==> config.mk <==
export PLATFORM = sky130hd
export DESIGN_NAME = utim64_comparator
export DESIGN_NICKNAME = d
export VERILOG_FILES = /design/src/rtl/utim64_pkg.sv /design/src/rtl/utim64_dqm_reg64.sv /design/src/rtl/utim64_comparator.sv
export SDC_FILE = /design/constraint.sdc
export NUM_CORES = 1
export LEC_CHECK = 0
export ABC_CLOCK_PERIOD_IN_PS = 12400
export BUFFER_PORTS_ARGS = -buffer_cell sky130_fd_sc_hd__clkbuf_2
export CAP_MARGIN = 20
export CORE_MARGIN = 3
export CORE_UTILIZATION = 40
export CTS_BUF_LIST = sky130_fd_sc_hd__clkbuf_2
export DETAILED_ROUTE_END_ITERATION = 10
export PLACE_DENSITY = 0.69
export REMOVE_ABC_BUFFERS = 1
export SLEW_MARGIN = 20
export SYNTH_ARGS = -nofsm -noshare
export SYNTH_HDL_FRONTEND = slang
export SYNTH_SLANG_ARGS = --single-unit
==> constraint.sdc <==
create_clock -name iCLOCK -period 12.4 [get_ports iCLOCK]
set_clock_uncertainty 0.15 [all_clocks]
set_input_delay 1.24 -clock iCLOCK [delete_from_list [all_inputs] [get_ports iCLOCK]]
set_output_delay 1.24 -clock iCLOCK [all_outputs]
set_load 0.02 [all_outputs]
==> src/rtl/utim64_pkg.sv <==
// Shared encodings for the utim64 compare channel: FSM states, mode values
// and the 32-bit byte-lane split used by the masked 64-bit registers.
package utim64_pkg;

    typedef enum logic {
        ST_IDLE  = 1'b0,
        ST_ARMED = 1'b1
    } state_t;

    localparam logic MODE_ONESHOT  = 1'b0;
    localparam logic MODE_PERIODIC = 1'b1;

    localparam int DQM_LANE_W = 32;
    localparam int DQM_LANES  = 64 / DQM_LANE_W;

endpackage

==> src/rtl/utim64_dqm_reg64.sv <==
// 64-bit register with two active-low lane write enables. Lanes not written
// by software take the alternate value when iALT_LOAD is set, otherwise hold.
module utim64_dqm_reg64
    import utim64_pkg::*;
#(
    parameter logic [63:0] P_INIT = 64'h0
) (
    input  logic                 iCLOCK,
    input  logic                 iRESET,
    input  logic                 iWRITE,
    input  logic [DQM_LANES-1:0] inDQM,
    input  logic [63:0]          iWRITE_VALUE,
    input  logic                 iALT_LOAD,
    input  logic [63:0]          iALT_VALUE,
    output logic [63:0]          oVALUE
);

    logic [63:0] value;
    logic [63:0] valueNext;

    always_comb begin
        valueNext = value;
        for (int l = 0; l < DQM_LANES; l++) begin
            // A software write to a lane wins over the alternate load.
            if (iWRITE && !inDQM[l]) begin
                valueNext[l*DQM_LANE_W +: DQM_LANE_W] = iWRITE_VALUE[l*DQM_LANE_W +: DQM_LANE_W];
            end else if (iALT_LOAD) begin
                valueNext[l*DQM_LANE_W +: DQM_LANE_W] = iALT_VALUE[l*DQM_LANE_W +: DQM_LANE_W];
            end
        end
    end

    always_ff @(posedge iCLOCK or posedge iRESET) begin
        if (iRESET) begin
            value <= P_INIT;
        end else begin
            value <= valueNext;
        end
    end

    assign oVALUE = value;

endmodule

==> src/rtl/utim64_comparator.sv <==
// utim64 compare channel: matches the main counter against a programmable
// compare value, raises a sticky IRQ, and optionally re-arms by a period.
//
// state     | meaning
// ----------+---------------------------------------------------------
// ST_IDLE   | channel disarmed, counter value ignored
// ST_ARMED  | comparing every cycle while the main counter is working
module utim64_comparator
    import utim64_pkg::*;
#(
    parameter logic [63:0] P_COMP_INIT   = 64'hFFFF_FFFF_FFFF_FFFF,
    parameter logic [63:0] P_PERIOD_INIT = 64'h0
) (
    input  logic        iCLOCK,
    input  logic        iRESET,
    input  logic        iCONF_WRITE,
    input  logic        iCONF_ENA,
    input  logic        iCONF_MODE,
    input  logic        iCONF_IRQENA,
    input  logic        iCOMP_WRITE,
    input  logic [1:0]  inCOMP_DQM,
    input  logic [63:0] iCOMP_VALUE,
    input  logic        iPERIOD_WRITE,
    input  logic [1:0]  inPERIOD_DQM,
    input  logic [63:0] iPERIOD_VALUE,
    input  logic        iCOUNTER_WORKING,
    input  logic [63:0] iCOUNTER,
    input  logic        iIRQ_ACK,
    output logic        oIRQ_VALID,
    output logic        oPENDING,
    output logic        oOVERRUN,
    output logic        oARMED,
    output logic [63:0] oCOMP
);

    state_t      state;
    state_t      stateNext;
    logic        mode;
    logic        irqEna;
    logic        pending;
    logic        overrun;
    logic        match;
    logic        reload;
    logic [63:0] comp;
    logic [63:0] period;
    logic [63:0] compReload;

    assign match      = (state == ST_ARMED) && iCOUNTER_WORKING && (iCOUNTER == comp);
    // Reload uses the mode held before any conf write landing on this edge.
    assign reload     = match && (mode == MODE_PERIODIC);
    assign compReload = comp + period;

    always_comb begin
        stateNext = state;
        if (iCONF_WRITE) begin
            stateNext = iCONF_ENA ? ST_ARMED : ST_IDLE;
        end else if (match && (mode == MODE_ONESHOT)) begin
            stateNext = ST_IDLE;
        end
    end

    always_ff @(posedge iCLOCK or posedge iRESET) begin
        if (iRESET) begin
            state  <= ST_IDLE;
            mode   <= MODE_ONESHOT;
            irqEna <= 1'b0;
        end else begin
            state <= stateNext;
            if (iCONF_WRITE) begin
                mode   <= iCONF_MODE;
                irqEna <= iCONF_IRQENA;
            end
        end
    end

    always_ff @(posedge iCLOCK or posedge iRESET) begin
        if (iRESET) begin
            pending <= 1'b0;
            overrun <= 1'b0;
        end else if (match) begin
            pending <= 1'b1;
            if (pending) begin
                overrun <= !iIRQ_ACK;
            end
        end else if (iIRQ_ACK) begin
            pending <= 1'b0;
            overrun <= 1'b0;
        end
    end

    utim64_dqm_reg64 #(
        .P_INIT (P_COMP_INIT)
    ) uCompReg (
        .iCLOCK       (iCLOCK),
        .iRESET       (iRESET),
        .iWRITE       (iCOMP_WRITE),
        .inDQM        (inCOMP_DQM),
        .iWRITE_VALUE (iCOMP_VALUE),
        .iALT_LOAD    (reload),
        .iALT_VALUE   (compReload),
        .oVALUE       (comp)
    );

    utim64_dqm_reg64 #(
        .P_INIT (P_PERIOD_INIT)
    ) uPeriodReg (
        .iCLOCK       (iCLOCK),
        .iRESET       (iRESET),
        .iWRITE       (iPERIOD_WRITE),
        .inDQM        (inPERIOD_DQM),
        .iWRITE_VALUE (iPERIOD_VALUE),
        .iALT_LOAD    (1'b0),
        .iALT_VALUE   (64'h0),
        .oVALUE       (period)
    );

    assign oIRQ_VALID = pending && irqEna;
    assign oPENDING   = pending;
    assign oOVERRUN   = overrun;
    assign oARMED     = (state == ST_ARMED);
    assign oCOMP      = comp;

endmodule

After elaboration in Yosys (flattened, before gate mapping)
Index checks and enable logic that the tools add are counted.

Add/subtract/negate cells: 1. Multiply operators: 0. Divide/modulo/power cells: 0. Magnitude comparators: 0. Equality and inequality tests: 2. Shift operators: 0. Multiplexer cells: 11. Bitwise gates (word level): 1. Reduce and logical (&&, ||, !) cells: 19.

Operators with widths (number): 32-bit two-way mux (4); 64-bit adder (1); 64-bit equality test (1); 1-bit logical AND (9); 2-bit nonzero test (4); 1-bit two-way mux (7); 1-bit zero test (5); 2-bit inequality test (second input constant) (1); 2-bit AND reduction (1); 1-bit NOT (1).

Bits in registers: 133. Bits in latches: 0. Memory bits (writable): 0. Bits in read-only memories: 0. Bits of input ports: 206. Output and inout bits: 68. Memories kept: 0.

Logic depth before layout (Yosys ltp)
Gate-level depths: netlist of run 1.

Depth after elaboration: 5. Mapped depth: 11. Depth with buffers taken out: 11.

By module
From an unflattened synthesis of run 1, not the netlist that was laid out.

Cells, all modules: 1081. Area total of the unflattened synthesis: 11681.2 um^2.

By module, submodules not included: utim64_comparator (times used 1, cells each 661, area an instance 4606.9 um^2); utim64_dqm_reg64 (uCompReg) (times used 1, cells each 210, area an instance 3577.2 um^2); utim64_dqm_reg64 (uPeriodReg) (times used 1, cells each 210, area an instance 3497.1 um^2).

Worst setup path before layout of run 1
No wires, ideal clock.

Path type: input to register. Start: input port iCOUNTER[37]. End: register uCompReg.value[57], in the netlist uCompReg.oVALUE[57]. Arrival time: 3137 ps. Slack: 9026 ps. Stages on the path: 8. Cells stage by stage: nor2b_1 > a2111oi_0 > nand4_1 > or4_1 > nor2_4 > nand2_2 > o41ai_1 > nor3_1.

Longest elaborated chain between the ends: 4.

RTL lines: start, declared (line utim64_comparator.sv:27) `input logic [63:0] iCOUNTER,`; 64-bit equality test (line utim64_comparator.sv:48) `assign match = (state == ST_ARMED) && iCOUNTER_WORKING && (iCOUNTER == comp);`; 1-bit logical AND (line utim64_comparator.sv:48); 1-bit logical AND (line utim64_comparator.sv:50) `assign reload = match && (mode == MODE_PERIODIC);`; 2-bit nonzero test (no source line); end signal, assigned (line utim64_dqm_reg64.sv:37) `value <= valueNext;`; end, declared (line utim64_dqm_reg64.sv:18) `logic [63:0] value;`.

No other way between the ends. A chain may end at the register's enable or synchronous reset.

Worst setup path in the final report of run 1
Start: register uCompReg.value[19], in the netlist uCompReg.oVALUE[19]. End: register uCompReg.value[63], in the netlist uCompReg.oVALUE[63].

Longest elaborated chain between the ends: 4. Elaborated cells between the ends (all ways): 7. Those cells by class: 1 x add/sub; 1 x eq/ne; 2 x mux; 3 x reduce/logical.

RTL lines: branches (longest 4 deep; another with 64-bit adder).

Several ways; the timed one is not identified. The select of a mux whose other input is x is not followed.

==> metrics.md, run 1 <==
| Metric | Value |
|---|---|
| Setup Total Neg Slack | `0 ns` |
| Finished Layout Cells | `~1800` |
| Status | `complete, no violations` |
| Worst hold slack | `around 0.31 ns` |
| Post-synth top flop | `dfrtp_1` |
| Reg2reg setup slack | `approximately 8.3 ns` |
| Initial antenna violation count | `3` |
| Static Leakage | `approximately 5.6 nW` |
| Detailed placer's ending HPWL | `between 20 and 30 mm` |
| Most numerous cell in the Yosys netlist | `nand2_1` |
| Clock transition at path regs | `roughly 0.23 ns` |
| RR Endpoint | `uCompReg.oVALUE[63]` |
| Critical Path RT | `approximately 13 ns` |
| Number of warnings issued by yosys | `0` |
| Port Buffers | `273` |
| Seq. cell area | `around 0.0034 mm²` |
| First-pass GRT wire length | `about 56 mm` |
| Power density cells | `about 140 mW/mm²` |
| Root buffer cell | `clkbuf_2` |
| Layout Nets | `around 1700` |
| DR vias | `around 10000` |
| Gate count of the mapped netlist | `~1200` |
| Crit path DAT | `4.69 ns` |
| Setup Buffers After CTS | `0` |
| Netlist cell types | `between 70 and 80` |
| # Max-Cap Violations | `0` |
| Worst R2R Path Depth | `10` |
| CTS Sinks | `around 130` |
| CP Capture Type | `flip-flop` |
| Final min period | `4.14 ns` |
| CP Max Fanout | `between 70 and 80` |
| Grt ovf | `0` |
| CTS tree | `yes` |
| Multi-input logic area | `0.00648 mm²` |
| Worst Max-Slew Pin Slew | `between 1 and 1.5 ns` |
| Post-route DRC | `0` |
| Top cell type's share of synthesized area | `between 15 and 20%` |
| DRT iter0 DRCs | `between 800 and 900` |
| Total placed cells including tap cells | `about 1700` |
| Reg2reg start | `uCompReg.oVALUE[19]` |
| Largest net degree at the start of global routing | `77` |
| Worst setup margin | `8.26 ns` |
| WL/cell | `between 20 and 25 µm` |
| CP endpoint | `uCompReg.oVALUE[63]` |
| Die width | `between 150 and 200 µm` |
| Area delta synth->final | `17.6%` |
| Share of cells above drive strength 1 | `between 30% and 40%` |
| Mapped Area | `0.0103 mm²` |
| WS Path Type | `reg2reg` |
| Antenna Nets Post-Route | `0` |
| H-tree lvl count | `4` |
| Die span in y | `approximately 170 µm` |
| RSZ-0062 raised after global routing | `no` |
| CTS buffer count | `17` |
| Post-CTS Hold Buffers | `0` |
| Final Cycle Share | `roughly a third` |
| Pre-Repair DR Iteration Count | `5` |
| Final estimated routing congestion in global placement | `~0.95` |
| VDD IR-drop max | `around 0.000059 V` |
| Max-slew violations | `0` |
| Yosys top cell by area | `dfrtp_1` |
| Deepest clock path buffer count | `2` |
| Seq cells post-synth | `133` |
| CP startpoint kind | `flip-flop` |
| Place WS | `7.48 ns` |
| Row Count | `58` |
| Setup crit start | `uCompReg.oVALUE[19]` |
| Endpoints failing setup | `0` |
| Clk_lat worst skew | `0.77 ns` |
| CORE AREA | `0.0253 mm²` |
| Post-synthesis sequential area ratio | `about a third` |
| Top post-synthesis cells by count | `136 x nand2_1, 114 x a21oi_1, 82 x nor2_1` |
| Fillers | `~2600` |
| Die area | `between 0.02 and 0.03 mm²` |
| Slew HR | `between 20% and 30%` |
| Vias per inst | `between 5 and 6` |
| Max Freq | `between 0.2 and 0.25 GHz` |
| Ports | `between 200 and 300` |
| Post-CTS sizing | `0` |
| Gr usage total | `~25%` |
| Via count of the first global-routing pass | `between 9000 and 10000` |
| Final WL | `36.0 mm` |
| Share of flip-flops with an asynchronous set or reset | `between 90% and 100%` |
| Post-synth EDFFs | `0` |
| Avg Cell Area, Syn | `8.61 µm²` |
| Area contributors post-synth | `dfrtp_1 17%, dfstp_2 16%, ha_1 7.6%, mux2_2 7.0%, a21oi_1 5.5%` |
| Starting Density | `approximately two fifths` |
| Final hold violation count | `0` |
| Hold/Removal Path Class | `in2async` |
-- state kept, by name, indices dropped and copies added, names as in the netlist --
register / count
irqEna: 1
mode: 1
oOVERRUN: 1
uCompReg.oVALUE: 64
oARMED: 1
uPeriodReg.oVALUE: 64
oPENDING: 1
-- metrics by stage --
stage,utilization (%),total power [mW],cell area (µm²)
final,48.0,1.66,12100
after detailed placement,47.0,1.37,11900
after floorplan,-,1.13,10000
after global placement,47.0,1.36,11900
after global routing,48.0,1.78,12100
after CTS,48.0,1.66,12100
-- placed cells by master (no fill, tap or decap), types with 4 or more instances in the layout --
| cell type | count |
|---|---|
| a21oi_1 | 114 |
| or3_1 | 4 |
| nor4_1 | 9 |
| a21o_1 | 25 |
| nor2b_1 | 13 |
| and3_1 | 10 |
| xor2_1 | 40 |
| o31ai_1 | 7 |
| nor2_1 | 82 |
| and2_1 | 4 |
| buf_4 | 8 |
| dfrtp_1 | 69 |
| o211ai_1 | 7 |
| o21ai_0 | 69 |
| a2111oi_0 | 4 |
| clkbuf_2 | 291 |
| clkinv_4 | 4 |
| mux2_2 | 64 |
| nor3_1 | 31 |
| xnor2_1 | 44 |
| o22ai_1 | 6 |
| nand4_1 | 25 |
| inv_6 | 4 |
| a211oi_1 | 5 |
| o41ai_1 | 4 |
| o21a_1 | 18 |
| inv_1 | 38 |
| ha_1 | 63 |
| o221ai_1 | 4 |
| and4_1 | 5 |
| mux2i_1 | 22 |
| o21bai_1 | 13 |
| nand2_1 | 136 |
| dfstp_2 | 64 |
| a41oi_1 | 5 |
| a31oi_1 | 29 |
| nand2b_1 | 11 |
| a221oi_1 | 4 |
| nand3_1 | 34 |
-- cells by family (layout without fill, tap and decap cells) --
logic type / Yosys count / in the layout / synth area share (%)
flops: 133 / 133 / 33.1
fa+ha+maj: 64 / 64 / 7.84
buf+inv: 107 / 352 / 4.38
simple gates: 383 / 383 / 17.6
mux: 86 / 86 / 9.13
other cells: 0 / 3 / 0
compound gates: 340 / 340 / 20.8
xor+xnor: 84 / 84 / 7.14
-- cell type report --
class                           count  area share, %
Tap cell                          330           3.41
Inverter                           39           1.23
Sequential cell                   133           28.1
Clock inverter                     14           1.25
Multi-Input combinational cell    957           53.4
Antenna cell                        3         0.0619
Timing Repair Buffer              281           11.8
Clock buffer                       18          0.743
-- power breakdown --
part | switching (mW) | leakage (nW) | internal, mW
clock network | 0.193 | 0.147 | 0.0960
registers | 0.0743 | 1.49 | 0.514
logic | 0.471 | 3.96 | 0.315
-- worst min path at each step --
| stage | cells past startpoint | slack, ns | to | startpoint |
|---|---|---|---|---|
| after floorplan | 1 | 0.32 | irqEna | irqEna |
| after global placement | 1 | 0.34 | irqEna | irqEna |
| after detailed placement | 1 | 0.34 | irqEna | irqEna |
| after CTS | 2 | 0.28 | uPeriodReg.oVALUE[25] | iRESET |
| after global routing | 2 | 0.28 | uPeriodReg.oVALUE[25] | iRESET |
| final | 2 | 0.31 | uPeriodReg.oVALUE[25] | iRESET |
-- critical path, cell delays in order (launching register included) --
cell and delay [ns]:
dfstp_2 0.68, nor2b_1 0.07, a2111oi_0 0.53, nand4_1 0.24, nor4bb_1 0.59, nand3_4 0.50, buf_4 0.54, a21oi_1 0.23
nor2_1 0.06, o31ai_1 0.24, o311a_1 0.20
-- layer usage --
layer,GRT usage (%),up-vias,wire [µm]
met1,35.0,4772,16100
met3,4.13,54,2380
met4,8.54,0,1070
met5,0,-,0
li1,-,4815,-
met2,40.8,412,16400
No activity file was read; power rests on OpenSTA's default activity.
==> run 2, diff against run 1 <==
--- a/config.mk
+++ b/config.mk
@@ -5,7 +5,7 @@
 export SDC_FILE = /design/constraint.sdc
 export NUM_CORES = 1
 export LEC_CHECK = 0
-export ABC_CLOCK_PERIOD_IN_PS = 12400
+export ABC_CLOCK_PERIOD_IN_PS = 3900
 export BUFFER_PORTS_ARGS = -buffer_cell sky130_fd_sc_hd__clkbuf_2
 export CAP_MARGIN = 20
 export CORE_MARGIN = 3
==> constraint.sdc (replaced) <==
create_clock -name iCLOCK -period 3.9 [get_ports iCLOCK]
set_clock_uncertainty 0.15 [all_clocks]
set_input_delay 0.39 -clock iCLOCK [delete_from_list [all_inputs] [get_ports iCLOCK]]
set_output_delay 0.39 -clock iCLOCK [all_outputs]
set_load 0.02 [all_outputs]
==> run 2 against run 1 <==
  * Via count grew 9.7%
  * Register-to-register slack worse by 8.1 ns
  * Utilization rose by 7.0 points
  * Setup slack got worse by 8.1 ns
  * Cell count grew 9.2%
  * Die area is the same
  * Hold slack got worse by 0.23 ns
  * Combinational power rose to 3.5 times the previous value
  * Count of clock-buffer cells in the layout is 1 lower
  * Sequential cell count did not move
  * Critical path type unchanged
  * Critical endpoint is now uCompReg.oVALUE[38]
  * Highest routed layer unchanged
==> metrics.md, run 2 (synthesized netlist as in run 1, its figures left out) <==
| Metric | Value |
|---|---|
| Status | `complete, no violations` |
| CTS Sinks | `133 (unchanged)` |
| Crit path DAT | `4.32 ns (-0.37 ns)` |
| Crit path buf inv count | `2 (+1)` |
| Root buffer cell | `clkbuf_2` |
| Final estimated routing congestion in global placement | `0.978 (+3.3%)` |
| Antenna Nets Post-Route | `0 (unchanged)` |
| RSZ-0062 raised after global routing | `no` |
| Final WL | `39.5 mm (+9.8%)` |
| CP Capture Type | `flip-flop` |
| Endpoints failing setup | `0 (unchanged)` |
| Critical path's top delay family | `simple AND/OR/NAND/NOR gates` |
| H-tree lvl count | `4 (unchanged)` |
| Wire length on met2 | `18.3 mm (+12%)` |
| Wire length on met3 | `2.86 mm (+20%)` |
| CP Cell Sequence | `xnor2_1 -> nand4_1 -> nor4_1 -> nor4bb_2 -> nand3_4 -> buf_12 -> nor2_1 -> a21oi_1 -> o21ai_0 -> dlygate4sd3_1` |
| Die span in y | `167 µm (unchanged)` |
| Via count of the first global-routing pass | `11100 (+12%)` |
| Gr usage total | `27.7% (+2.3 points)` |
| CTS buffer count | `17 (unchanged)` |
| Clk_lat worst skew | `0.75 ns (-0.02 ns)` |
| Metal-1 WL | `17.0 mm (+5.4%)` |
| Share of cells above drive strength 1 | `29.5% (-2.6 points)` |
| Ports | `274 (unchanged)` |
| Detailed placer's ending HPWL | `29.3 mm (+2.8%)` |
| CTS tree | `yes` |
| Layout Nets | `1865 (+9.8%)` |
| Static Leakage | `6.29 nW (+12%)` |
| Deepest clock path buffer count | `2 (unchanged)` |
| WL/cell | `20.4 µm (+0.55%)` |
| Commonest cells after routing, fill and taps aside | `290 x clkbuf_2, 159 x dlygate4sd3_1, 136 x nand2_1, 114 x a21oi_1, 82 x nor2_1` |
| Hold/Removal Path Class | `in2async` |
| Clock transition at path regs | `0.25 ns (+0.02 ns)` |
| VDD IR-drop max | `0.000214 V (+270%)` |
| Pre-Repair DR Iteration Count | `6 (+1)` |
| DR vias | `11000 (+9.7%)` |
| Port Buffers | `273 (unchanged)` |
| Commonest non-fill, non-tap cell in the layout | `clkbuf_2` |
| Slew HR | `46.5% (+19 points)` |
| # Max-Cap Violations | `0 (unchanged)` |
| Row Count | `58 (unchanged)` |
| WS Path Type | `reg2reg` |
| Vias per inst | `5.69 (+0.44%)` |
| Clock share of power | `18.0% (+0.6 points)` |
| CP startpoint kind | `flip-flop` |
| Grt ovf | `0 (unchanged)` |
| Top Layer Used | `met4` |
| Slowest CP cell | `dlygate4sd3_1` |
| Cell Int Power | `3.14 mW (+240%)` |
| Power density cells | `404 mW/mm² (+190%)` |
| First-pass GRT wire length | `61.3 mm (+9.4%)` |
| Worst hold slack | `0.0807 ns (-0.233 ns)` |
| Final Cycle Share | `97.1% (+64 points)` |
| Max Freq | `0.264 GHz (+9.2%)` |
| Slowest stage delay, CP | `0.57 ns (-0.11 ns)` |
| Max-slew violations | `0 (unchanged)` |
| Die width | `167 µm (unchanged)` |
| DP Area | `0.0119 mm² (+0.53%)` |
| CORE AREA | `0.0253 mm² (unchanged)` |
| Net Sw Frac | `43.9% (-0.46 points)` |
| Worst Max-Slew Pin Slew | `0.802 ns (-0.290 ns)` |
| Largest net degree at the start of global routing | `65 (-16%)` |
| CP Max Fanout | `64 (-16%)` |
| Area delta synth->final | `34.7%` |
| Fin area | `0.0139 mm² (+15%)` |
| Die area | `0.0277 mm² (unchanged)` |
| Final hold violation count | `0 (unchanged)` |
| Starting Density | `40.8% (unchanged)` |
| DRT iter0 DRCs | `861 (-1.4%)` |
| Final min period | `3.79 ns (-0.350 ns)` |
| Fillers | `2309 (-9.6%)` |
| Sequential power share | `33.2% (-2.2 points)` |
| P_sw | `2.46 mW (+230%)` |
| Comb power frac | `48.8% (+1.5 points)` |
| Post-route DRC | `0 (unchanged)` |
| Critical Path RT | `4.43 ns (-8.52 ns)` |
| Initial antenna violation count | `1 (-2)` |
-- run 2: changes by cell type in the layout (fill, tap and decap cells not counted), sizes merged --
cell,before,now
clkbuf,291,290
bufinv,2,3
clkinvlp,1,3
diode,3,1
clkinv,7,3
buf,8,15
dlygate4sd3,0,159
inv,43,45
-- run 2: per-stage QoR --
step                TNS, ns  util, %  power (mW)  worst slack [ns]  std cells
floorplan            -45.03        -        3.58             -1.01       1129
global route              0     55.0        5.95          0.000533       1939
CTS                       0     54.6        5.54            0.0429       1935
detailed placement        0     47.3        4.39             0.200       1745
global placement          0     47.3        4.38             0.252       1745
finish                    0     55.0        5.60             0.114       1939
-- run 2: tightest hold or removal path: stages --
cell and delay [ns]:
dlygate4sd3_1 0.53, clkbuf_2 0.12, inv_4 0.45
-- run 2: routing by layer --
metal  up-vias  track usage, %
li1       5139               -
met2       565            45.6
met1      5244            36.8
met5         -               0
met3        82            5.36
met4         0            9.04
-- run 2: power groups by stage --
stage / sequential [mW] / clock (mW) / combinational (mW)
floorplan: 1.90 / 0 / 1.68
global placement: 1.87 / 0 / 2.51
detailed placement: 1.88 / 0 / 2.52
CTS: 1.86 / 1.03 / 2.66
global route: 1.88 / 1.08 / 2.99
finish: 1.86 / 1.01 / 2.73
-- run 2: cell type report --
cell class / instances / area [µm²] / area share, %
clock buffers: 17 / 85.1 / 0.613
inverters: 39 / 149 / 1.07
diodes: 1 / 2.50 / 0.0180
flip-flops and latches: 133 / 3410 / 24.5
clock inverters: 15 / 194 / 1.40
well taps: 330 / 413 / 2.97
repair buffers: 447 / 3120 / 22.4
multi-input cells: 957 / 6520 / 46.9
-- run 2: path summary, 6_finish.rpt --
check	slack [ns]	to	from	cells after the start
min	0.08	uPeriodReg.oVALUE[25]	iRESET	3
max in group asynchronous	2.58	uCompReg.oVALUE[16]	iRESET	4
max	0.11	uCompReg.oVALUE[38]	uCompReg.oVALUE[52]	10
min reg2reg	0.39	uCompReg.oVALUE[30]	uCompReg.oVALUE[30]	2
min in group iCLOCK	0.08	uCompReg.oVALUE[3]	inCOMP_DQM[0]	4
max reg2reg	0.11	uCompReg.oVALUE[38]	uCompReg.oVALUE[52]	10
-- run 2: repair_timing --
item / CTS / global route
hold buffers: 158 / 1
buffers inserted: 0 / 1
gates resized for setup: 0 / 6
setup endpoints to repair: 0 / 2
endpoints found under the hold margin: 179 / 13
==> run 3, diff against run 2 <==
--- a/config.mk
+++ b/config.mk
@@ -10,7 +10,6 @@
 export CAP_MARGIN = 20
 export CORE_MARGIN = 3
 export CORE_UTILIZATION = 40
-export CTS_BUF_LIST = sky130_fd_sc_hd__clkbuf_2
 export DETAILED_ROUTE_END_ITERATION = 10
 export PLACE_DENSITY = 0.69
 export REMOVE_ABC_BUFFERS = 1
==> run 3 against run 2 <==
  * Clock power up 72%
  * Die area did not move
  * Setup slack improved by 0.14 ns
  * Maximum frequency grew 3.9%
  * Sequential cell count unchanged
  * First-iteration DRC count up 5.7%
  * Largest power group unchanged
  * Count of clock-buffer cells in the layout unchanged
==> metrics.md, run 3 (synthesized netlist as in run 1, its figures left out) <==
| Metric | Value |
|---|---|
| Status | `complete, no violations` |
| Post-route DRC | `0 (unchanged)` |
| DRT iter0 DRCs | `910 (+5.7%)` |
| Max-slew violations | `0 (unchanged)` |
| Fillers | `2465 (+6.8%)` |
| Critical Path RT | `4.10 ns (-0.33 ns)` |
| Clk_lat worst skew | `0.43 ns (-0.32 ns)` |
| Total power | `6.17 mW (+10%)` |
| Commonest non-fill, non-tap cell in the layout | `clkbuf_2` |
| ANT cells | `0 (-1)` |
| First-pass GRT wire length | `58.1 mm (-5.3%)` |
| Largest net degree at the start of global routing | `65 (unchanged)` |
| Max Freq | `0.274 GHz (+3.9%)` |
| Post-CTS Hold Buffers | `5 (-97%)` |
| Clock transition at path regs | `0.07 ns (-0.18 ns)` |
| Seq. cell area | `0.00341 mm² (unchanged)` |
| # Max-Cap Violations | `0 (unchanged)` |
| Power density cells | `489 mW/mm² (+21%)` |
| Post-CTS sizing | `0 (unchanged)` |
| Deepest clock path buffer count | `2 (unchanged)` |
| Starting Density | `40.8% (unchanged)` |
| Initial antenna violation count | `0 (-1)` |
| Final hold violation count | `0 (unchanged)` |
| Reg2reg setup slack | `0.26 ns (+0.14 ns)` |
| Die width | `167 µm (unchanged)` |
| Row Count | `58 (unchanged)` |
| Die span in y | `167 µm (unchanged)` |
| Grt ovf | `0 (unchanged)` |
| WS Path Type | `reg2reg` |
| CP Cell Sequence | `xnor2_1 -> nand4_1 -> nor4_1 -> nand2_1 -> or4_1 -> nor2_4 -> buf_4 -> and4_1 -> o31ai_1 -> o311a_1` |
| DP Area | `0.0119 mm² (unchanged)` |
| Ports | `274 (unchanged)` |
| H-tree lvl count | `4 (unchanged)` |
| Fin util | `50.0% (-4.9 points)` |
| Antenna Nets Post-Route | `0 (unchanged)` |
| Final estimated routing congestion in global placement | `0.978 (unchanged)` |
| Reg2reg start | `uCompReg.oVALUE[52]` |
| Final Cycle Share | `93.4% (-3.7 points)` |
| Hold path startpoint | `iCOMP_VALUE[5]` |
| Fin area | `0.0126 mm² (-9.0%)` |
| CTS buffer count | `17 (unchanged)` |
| DR vias | `10300 (-7.0%)` |
| WL/cell | `21.0 µm (+2.9%)` |
| RR Endpoint | `uCompReg.oVALUE[63]` |
| Multi-input logic area | `0.00648 mm² (-0.60%)` |
| RSZ-0062 raised after global routing | `no` |
| Crit path DAT | `3.84 ns (-0.48 ns)` |
| Root buffer cell | `clkbuf_16` |
| Setup crit start | `uCompReg.oVALUE[52]` |
| Area delta synth->final | `22.6%` |
| Worst R2R Path Depth | `10 (unchanged)` |
| Layout Nets | `1710 (-8.3%)` |
| Gr usage total | `26.3% (-1.4 points)` |
| Commonest cells after routing, fill and taps aside | `273 x clkbuf_2, 136 x nand2_1, 114 x a21oi_1, 82 x nor2_1` |
| Slowest stage delay, CP | `0.60 ns (+0.03 ns)` |
| CTS Sinks | `133 (unchanged)` |
| Worst Max-Slew Pin Slew | `0.809 ns (+0.00713 ns)` |
| VDD IR-drop max | `0.000231 V (+8.0%)` |
| Hold/Removal Path Class | `in2reg` |
| Static Leakage | `5.81 nW (-7.6%)` |
| CP Max Fanout | `11 (-83%)` |
| CP endpoint | `uCompReg.oVALUE[63]` |
| Detailed placer's ending HPWL | `29.3 mm (unchanged)` |
| Via count of the first global-routing pass | `10200 (-8.3%)` |
| Die area | `0.0277 mm² (unchanged)` |
| Setup Buffers After CTS | `0 (unchanged)` |
| Vias per inst | `5.75 (+1.1%)` |
| Final WL | `37.4 mm (-5.4%)` |
| Port Buffers | `273 (unchanged)` |
| Slowest CP cell | `or4_1` |
| Endpoints failing setup | `0 (unchanged)` |
| CORE AREA | `0.0253 mm² (unchanged)` |
| CP Capture Type | `flip-flop` |
| Share of cells above drive strength 1 | `32.3% (+2.8 points)` |
| CTS tree | `yes` |
| Final min period | `3.64 ns (-0.143 ns)` |
| Slew HR | `46.0% (-0.48 points)` |
| CP startpoint kind | `flip-flop` |
| Pre-Repair DR Iteration Count | `6 (unchanged)` |
==> run 3: cell count changes in the layout (fill, tap and decap cells not counted), sizes merged <==
cell and change:
buf -1, dlygate4sd3 -154, diode -1
==> run 3: critical path, delay by kind of cell, from the launching register on <==
kind / cells / cell delay (ns)
buf+inv: 1 / 0.29
simple gates: 6 / 2.03
flops: 1 / 0.39
compound gates: 2 / 0.21
xor+xnor: 1 / 0.49
==> run 3: routing by layer <==
layer | global-route usage (%) | up-vias | routed length [µm]
met5 | 0 | - | 0
met4 | 7.25 | 0 | 971
met3 | 5.55 | 58 | 2820
met2 | 42.6 | 469 | 17200
met1 | 35.9 | 4896 | 16400
li1 | - | 4833 | -
==> run 3: how the worst min path moves through the flow <==
stage | endpoint | cells after the start
finish | uCompReg.oVALUE[5] | 3
global route | uCompReg.oVALUE[51] | 3
CTS | uCompReg.oVALUE[5] | 3
detailed placement | irqEna | 1
global placement | irqEna | 1
floorplan | irqEna | 1
==> run 3: metrics by stage <==
step	hold slack, ns	TNS (ns)	std cells	setup WS (ns)
floorplan	0.323	-45.03	1129	-1.01
global placement	0.333	0	1745	0.252
detailed placement	0.354	0	1745	0.200
CTS	0.000741	0	1782	0.258
global route	0.00487	0	1783	0.175
finish	0.00483	0	1783	0.257
==> run 3: cell type report <==
cell class | count | share of cell area, %
Tap cell | 330 | 3.27
Multi-Input combinational cell | 957 | 51.3
Clock buffer | 17 | 3.37
Clock inverter | 15 | 1.54
Timing Repair Buffer | 292 | 12.4
Inverter | 39 | 1.18
Sequential cell | 133 | 27.0
==> run 3: where the power goes <==
group / switching [mW] / internal [mW] / total, mW
Clock: 0.712 / 1.02 / 1.74
Combinational: 1.56 / 1.02 / 2.58
Sequential: 0.220 / 1.64 / 1.86
Total: 2.50 / 3.68 / 6.17
